$ cat config.mk
export PLATFORM = sky130hd
export DESIGN_NAME = emulador_dht22
export DESIGN_NICKNAME = d
export VERILOG_FILES = /design/src/rtl/emulador_dht22.sv
export SDC_FILE = /design/constraint.sdc
export NUM_CORES = 1
export LEC_CHECK = 0
export ABC_AREA = 0
export BUFFER_PORTS_ARGS = -buffer_cell sky130_fd_sc_hd__buf_2
export CAP_MARGIN = 10
export CORE_ASPECT_RATIO = 0.7
export CORE_MARGIN = 2
export CORE_UTILIZATION = 50
export CTS_BUF_LIST = sky130_fd_sc_hd__clkbuf_2
export DETAILED_ROUTE_END_ITERATION = 8
export PLACE_DENSITY = 0.67
export SLEW_MARGIN = 15
export SYNTH_ARGS = -nofsm -noshare
export SYNTH_HDL_FRONTEND = slang
export SYNTH_SLANG_ARGS = --single-unit
$ cat constraint.sdc
create_clock -name clk -period 8.45 [get_ports clk]
set_clock_uncertainty 0.05 [all_clocks]
set_input_delay 1.69 -clock clk [delete_from_list [all_inputs] [get_ports clk]]
set_output_delay 1.69 -clock clk [all_outputs]
set_load 0.03 [all_outputs]
$ cat src/rtl/emulador_dht22.sv
// emulador_dht22: DHT22 sensor-side responder for the single-wire bus.
// Ports: clk, reset (async, high); pino_dht_entrada (bus level);
//   umidade/temperatura/erro_checksum (frame data); pino_dht_oe (1 = pull
//   low); ocupado; quadro_enviado (1-clk pulse); estado_depuracao (state).
module emulador_dht22 #(
  parameter int CLKS_PER_US     = 100,
  parameter int T_INICIO_MIN_US = 800,
  parameter int T_ATRASO_US     = 30,
  parameter int T_RESP_US       = 80,
  parameter int T_BIT_BAIXO_US  = 50,
  parameter int T_BIT0_US       = 26,
  parameter int T_BIT1_US       = 70
) (
  input  logic        clk,
  input  logic        reset,
  input  logic        pino_dht_entrada,
  input  logic [15:0] umidade,
  input  logic [15:0] temperatura,
  input  logic        erro_checksum,
  output logic        pino_dht_oe,
  output logic        ocupado,
  output logic        quadro_enviado,
  output logic [3:0]  estado_depuracao
);

  localparam int MAXC = T_INICIO_MIN_US * CLKS_PER_US;
  localparam int W    = $clog2(MAXC + 1);

  // Terminal counts: a phase of N us ends when the counter reads N*C-1.
  localparam logic [W-1:0] L_INICIO =
    W'(T_INICIO_MIN_US * CLKS_PER_US - 1);
  localparam logic [W-1:0] L_ATRASO =
    W'(T_ATRASO_US * CLKS_PER_US - 1);
  localparam logic [W-1:0] L_RESP =
    W'(T_RESP_US * CLKS_PER_US - 1);
  localparam logic [W-1:0] L_BAIXO =
    W'(T_BIT_BAIXO_US * CLKS_PER_US - 1);
  localparam logic [W-1:0] L_BIT0 =
    W'(T_BIT0_US * CLKS_PER_US - 1);
  localparam logic [W-1:0] L_BIT1 =
    W'(T_BIT1_US * CLKS_PER_US - 1);

  typedef enum logic [3:0] {
    OCIOSO           = 4'd0,
    DET_INICIO       = 4'd1,
    ESPERA_LIBERACAO = 4'd2,
    ATRASO           = 4'd3,
    RESP_BAIXO       = 4'd4,
    RESP_ALTO        = 4'd5,
    BIT_BAIXO        = 4'd6,
    BIT_ALTO         = 4'd7,
    FIM_BAIXO        = 4'd8
  } estado_t;

  estado_t      r_estado;
  estado_t      w_prox;
  logic [W-1:0] r_cnt;
  logic [W-1:0] w_lim;
  logic         w_fim;
  logic         w_temporizado;
  logic [5:0]   r_idx;
  logic [5:0]   w_idx;
  logic [39:0]  r_quadro;
  logic         w_carrega;
  logic         r_sync1;
  logic         r_sync2;
  logic         w_linha;
  logic         r_oe;
  logic         r_ocupado;
  logic         r_enviado;
  logic [7:0]   w_soma;
  logic [7:0]   w_chk;

  assign w_linha = r_sync2;
  assign w_soma  = umidade[15:8] + umidade[7:0]
                 + temperatura[15:8] + temperatura[7:0];
  assign w_chk   = w_soma ^ {8{erro_checksum}};

  always_comb begin
    w_lim         = '0;
    w_temporizado = 1'b1;
    case (r_estado)
      DET_INICIO: w_lim = L_INICIO;
      ATRASO:     w_lim = L_ATRASO;
      RESP_BAIXO: w_lim = L_RESP;
      RESP_ALTO:  w_lim = L_RESP;
      BIT_BAIXO:  w_lim = L_BAIXO;
      FIM_BAIXO:  w_lim = L_BAIXO;
      BIT_ALTO:   w_lim = r_quadro[r_idx] ? L_BIT1 : L_BIT0;
      default:    w_temporizado = 1'b0;
    endcase
  end

  assign w_fim = (r_cnt == w_lim);

  always_comb begin
    w_prox    = r_estado;
    w_idx     = r_idx;
    w_carrega = 1'b0;
    case (r_estado)
      OCIOSO:
        if (!w_linha) w_prox = DET_INICIO;
      DET_INICIO:
        if (w_linha)    w_prox = OCIOSO;
        else if (w_fim) w_prox = ESPERA_LIBERACAO;
      ESPERA_LIBERACAO:
        if (w_linha) begin
          w_prox    = ATRASO;
          w_carrega = 1'b1;
        end
      ATRASO:
        if (w_fim) w_prox = RESP_BAIXO;
      RESP_BAIXO:
        if (w_fim) w_prox = RESP_ALTO;
      RESP_ALTO:
        if (w_fim) begin
          w_prox = BIT_BAIXO;
          w_idx  = 6'd39;
        end
      BIT_BAIXO:
        if (w_fim) w_prox = BIT_ALTO;
      BIT_ALTO:
        if (w_fim) begin
          if (r_idx == 6'd0) begin
            w_prox = FIM_BAIXO;
          end else begin
            w_prox = BIT_BAIXO;
            w_idx  = r_idx - 6'd1;
          end
        end
      FIM_BAIXO:
        if (w_fim) w_prox = OCIOSO;
      default:
        w_prox = OCIOSO;
    endcase
  end

  always_ff @(posedge clk or posedge reset) begin
    if (reset) begin
      r_sync1   <= 1'b1;
      r_sync2   <= 1'b1;
      r_estado  <= OCIOSO;
      r_cnt     <= '0;
      r_idx     <= 6'd39;
      r_quadro  <= '0;
      r_oe      <= 1'b0;
      r_ocupado <= 1'b0;
      r_enviado <= 1'b0;
    end else begin
      r_sync1  <= pino_dht_entrada;
      r_sync2  <= r_sync1;
      r_estado <= w_prox;
      r_idx    <= w_idx;
      if (w_prox != r_estado || !w_temporizado)
        r_cnt <= '0;
      else
        r_cnt <= r_cnt + 1'b1;
      if (w_carrega)
        r_quadro <= {umidade, temperatura, w_chk};
      // Outputs follow the next state so they line up with it.
      r_oe <= (w_prox == RESP_BAIXO) || (w_prox == BIT_BAIXO)
           || (w_prox == FIM_BAIXO);
      r_ocupado <= (w_prox != OCIOSO) && (w_prox != DET_INICIO);
      r_enviado <= (r_estado == FIM_BAIXO) && (w_prox == OCIOSO);
    end
  end

  assign pino_dht_oe      = r_oe;
  assign ocupado          = r_ocupado;
  assign quadro_enviado   = r_enviado;
  assign estado_depuracao = r_estado;

endmodule

==> qor.csv <==
stage,metric,value,unit
critical_path,Crit path depth,11,
finish,Diodes inserted,0,
synth,Ys Warns,0,
finish,Multi-input gate area,0.00262,sq mm
clock_network,clk sinks,72,
synth,top_reg_cell synth,dfrtp_1,
critical_path,crit path to,r_quadro[7]$_DFFE_PP0P_,
grt,vias in the first global route,3136,
clock_network,CTS resizes,0,
clock_network,TritonCTS Buffers,9,
critical_path,R2R cell count,8,
critical_path,Worst path slowest cell,fa_1,
sta,Final Slew Violations,0,
sta,setup violators final,0,
placed_design,Final GP Congestion,0.805,
critical_path,origin of the critical flop-to-flop path,estado_depuracao[3]$_DFF_PP0_,
flow_run,maxcap violations,0,
synth,asr flop ratio synth,100,%
drt,Total Wirelength,9870,um
grt,initial antenna violation count,0,
grt,largest net degree at the start of global routing,73,
floorplanning,Die X,118,um
sta,slew margin rel.,32.3,%
drt,WL per Instance,17.1,um
finish,utilization after layout,55.4,%
drt,DRT Pass-1 Iters,5,
clock_network,Max Root-Sink Buffers,2,
clock_network,"CTS clk-pin slew, worst paths",0.20,ns
critical_path,Setup crit start kind,primary input,
floorplanning,FP Rows,29,
finish,share of layout cells above drive strength 1,27.4,%
finish,"most common cell after layout, fill and taps aside",dfrtp_1,
sta,fin crit period,4.08,ns
sta,Setup TNS,0,ns
drt,mean number of vias per cell,5.62,
drt,via count,3242,
grt,GRT Total Usage,21.3,%
synth,syn nets,475,
critical_path,critical path class,in -> reg,
floorplanning,core footprint,0.00900,sq mm
sta,Tcrit/Tclk final,48.3,%
worst_hold_path,Tightest Hold Check Type,reg -> reg,
critical_path,CP cell instances,"buf_2, fa_1, fa_1, ha_1, fa_1, a21o_1, a21oi_1, o21bai_1, a21oi_1, xnor2_1, mux2_2",
finish,area grow syn2layout,8.67,%
clock_network,CTS tree,done,
synth,Syn Std Cell Area,0.00459,sq mm
critical_path,Worst path max stage delay,0.56,ns
synth,post-synthesis register bit count,72,
placed_design,Port Buf Inserts,42,
placed_design,DP Wirelength,7160,um
drt,drt initial violations,219,
synth,Post-Syn Instances,416,
synth,sequential area share after synthesis,39.4,%
drt,Detail Route Antenna Nets,0,
power,maximum vdd drop,0.134,mV
clock_network,clk root buf,clkbuf_2,
clock_network,setup repair bufs after CTS,0,
synth,number of synthesized flops with an enable pin,0,
drt,drc violations,0,
clock_network,number of H-tree levels,3,
finish,FF/Latch Area,0.00181,sq mm
finish,most frequent cells in the layout,"dfrtp_1, buf_2, nor2_1",
critical_path,crit path DAT,4.47,ns
critical_path,family with the most delay on the worst path,adder cells,
floorplanning,# IOs,43,
finish,Filler cells,812,
clock_network,worst skew pair latency,0.53,ns
critical_path,CP startpoint,umidade[1],
sta,RSZ-0062 raised after global routing,no,
critical_path,crit-path most repeated cell,fa_1,
critical_path,r2r setup slk,4.70,ns
power,Pleak,2.06,nW
clock_network,CTS Hold Buffers Added,0,
floorplanning,die area,0.00997,sq mm
sta,final hold viol count,0,
critical_path,worst path required time,8.84,ns
power,Cell Pwr Density,209,mW/mm^2
sta,actual slew at the worst max-slew pin,1.01,ns
critical_path,Reg-to-Reg End,r_idx[1]$_DFFE_PP1P_,
critical_path,crit path max fanout,2,
grt,gr ovfl total,0,
sta,fmax,245,MHz
synth,Mean Syn Cell Area,11.0,sq um
synth,synth unique cells,65,
critical_path,Critical Path Sink Type,register,
status,outcome,completed,
floorplanning,die height,84.1,um
finish,Final nets,507,
grt,global-route wire length before repair,16600,um
floorplanning,Starting Density,51.0,%
critical_path,Buf/Inv on CP,1,
worst register-to-register path, stage by stage, from the launching register on:
cell and delay, ns:
dfrtp_1 0.95, nor4b_2 0.74, nand2_1 0.12, o211ai_1 0.12, and4b_1 0.27, o2111ai_1 0.18, a211oi_4 0.65, nand3_2 0.27
mux2_4 0.36
metal layers:
metal | vias up | GRT usage [%] | part of all wire (%)
met4 | 0 | 5.19 | 1.0
met1 | 1597 | 33.8 | 53
met5 | - | 0 | 0
met2 | 71 | 28.9 | 41
met3 | 11 | 5.64 | 5.2
li1 | 1563 | - | -
synth_stat cells (5+ instances only):
cell type,n,area (sq um)
buf_2,6,30.0
o21ai_0,6,30.0
nand3_1,10,50.1
dfstp_2,6,158
nor2_1,38,143
dfrtp_1,66,1650
nor2b_1,5,31.3
and3_1,8,50.1
clkbuf_1,10,37.5
a211oi_1,5,37.5
inv_1,11,41.3
a31oi_1,5,31.3
nand2_1,16,60.1
mux2i_1,14,140
a21oi_1,17,85.1
o21bai_1,5,37.5
nand2b_1,14,87.6
xnor2_1,25,219
xor2_1,10,87.6
nor3_1,8,40.0
mux2_2,34,383
ha_1,9,113
and2_1,5,31.3
fa_1,14,280
worst min path at each step:
stage                                 start                 to  cells past startpoint
final                     r_sync1$_DFF_PP1_  r_sync2$_DFF_PP1_                      0
after global routing      r_sync1$_DFF_PP1_  r_sync2$_DFF_PP1_                      0
after CTS                 r_sync1$_DFF_PP1_  r_sync2$_DFF_PP1_                      0
after detailed placement  r_sync1$_DFF_PP1_  r_sync2$_DFF_PP1_                      0
after global placement    r_sync1$_DFF_PP1_  r_sync2$_DFF_PP1_                      0
after floorplan           r_sync1$_DFF_PP1_  r_sync2$_DFF_PP1_                      0
cells by family after synthesis:
family | synth area share, %
buf+inv | 3.68
compound gates | 12.7
xor+xnor | 6.68
flops | 39.4
simple gates | 14.7
fa+ha+maj | 8.56
mux | 14.3
report_power, final:
group          internal (W)  switching (W)  total [W]
logic              0.000171       0.000165   0.000336
registers          0.000421      0.0000597   0.000480
clock network     0.0000987       0.000129   0.000228
total              0.000691       0.000354    0.00104
flip-flops by register name, summed over array words and instances (netlist names):
| register | cells |
|---|---|
| r_sync2 | 1 |
| pino_dht_oe | 1 |
| r_idx | 6 |
| quadro_enviado | 1 |
| ocupado | 1 |
| r_sync1 | 1 |
| r_quadro | 40 |
| r_cnt | 17 |
| estado_depuracao | 4 |
stage by stage:
step / total power [W] / hold slack [ns] / instances / cell area [sq um] / setup slack, ns
after CTS: 0.00106 / 0.325 / 577 / 4990 / 4.43
after detailed placement: 0.000823 / 0.302 / 561 / 4850 / 3.80
final: 0.00104 / 0.323 / 577 / 4990 / 4.37
after floorplan: 0.000736 / 0.295 / 416 / 4590 / 4.08
after global routing: 0.00112 / 0.329 / 577 / 4990 / 4.36
after global placement: 0.000814 / 0.298 / 561 / 4850 / 3.87
layout make-up:
type | count | share of cell area (%)
Clock buffer | 9 | 0.903
Inverter | 11 | 0.828
Timing Repair Buffer | 44 | 4.52
Sequential cell | 72 | 36.3
Multi-Input combinational cell | 310 | 52.4
Tap cell | 124 | 3.11
Clock inverter | 7 | 1.91
(Power assumes the default switching activity.)
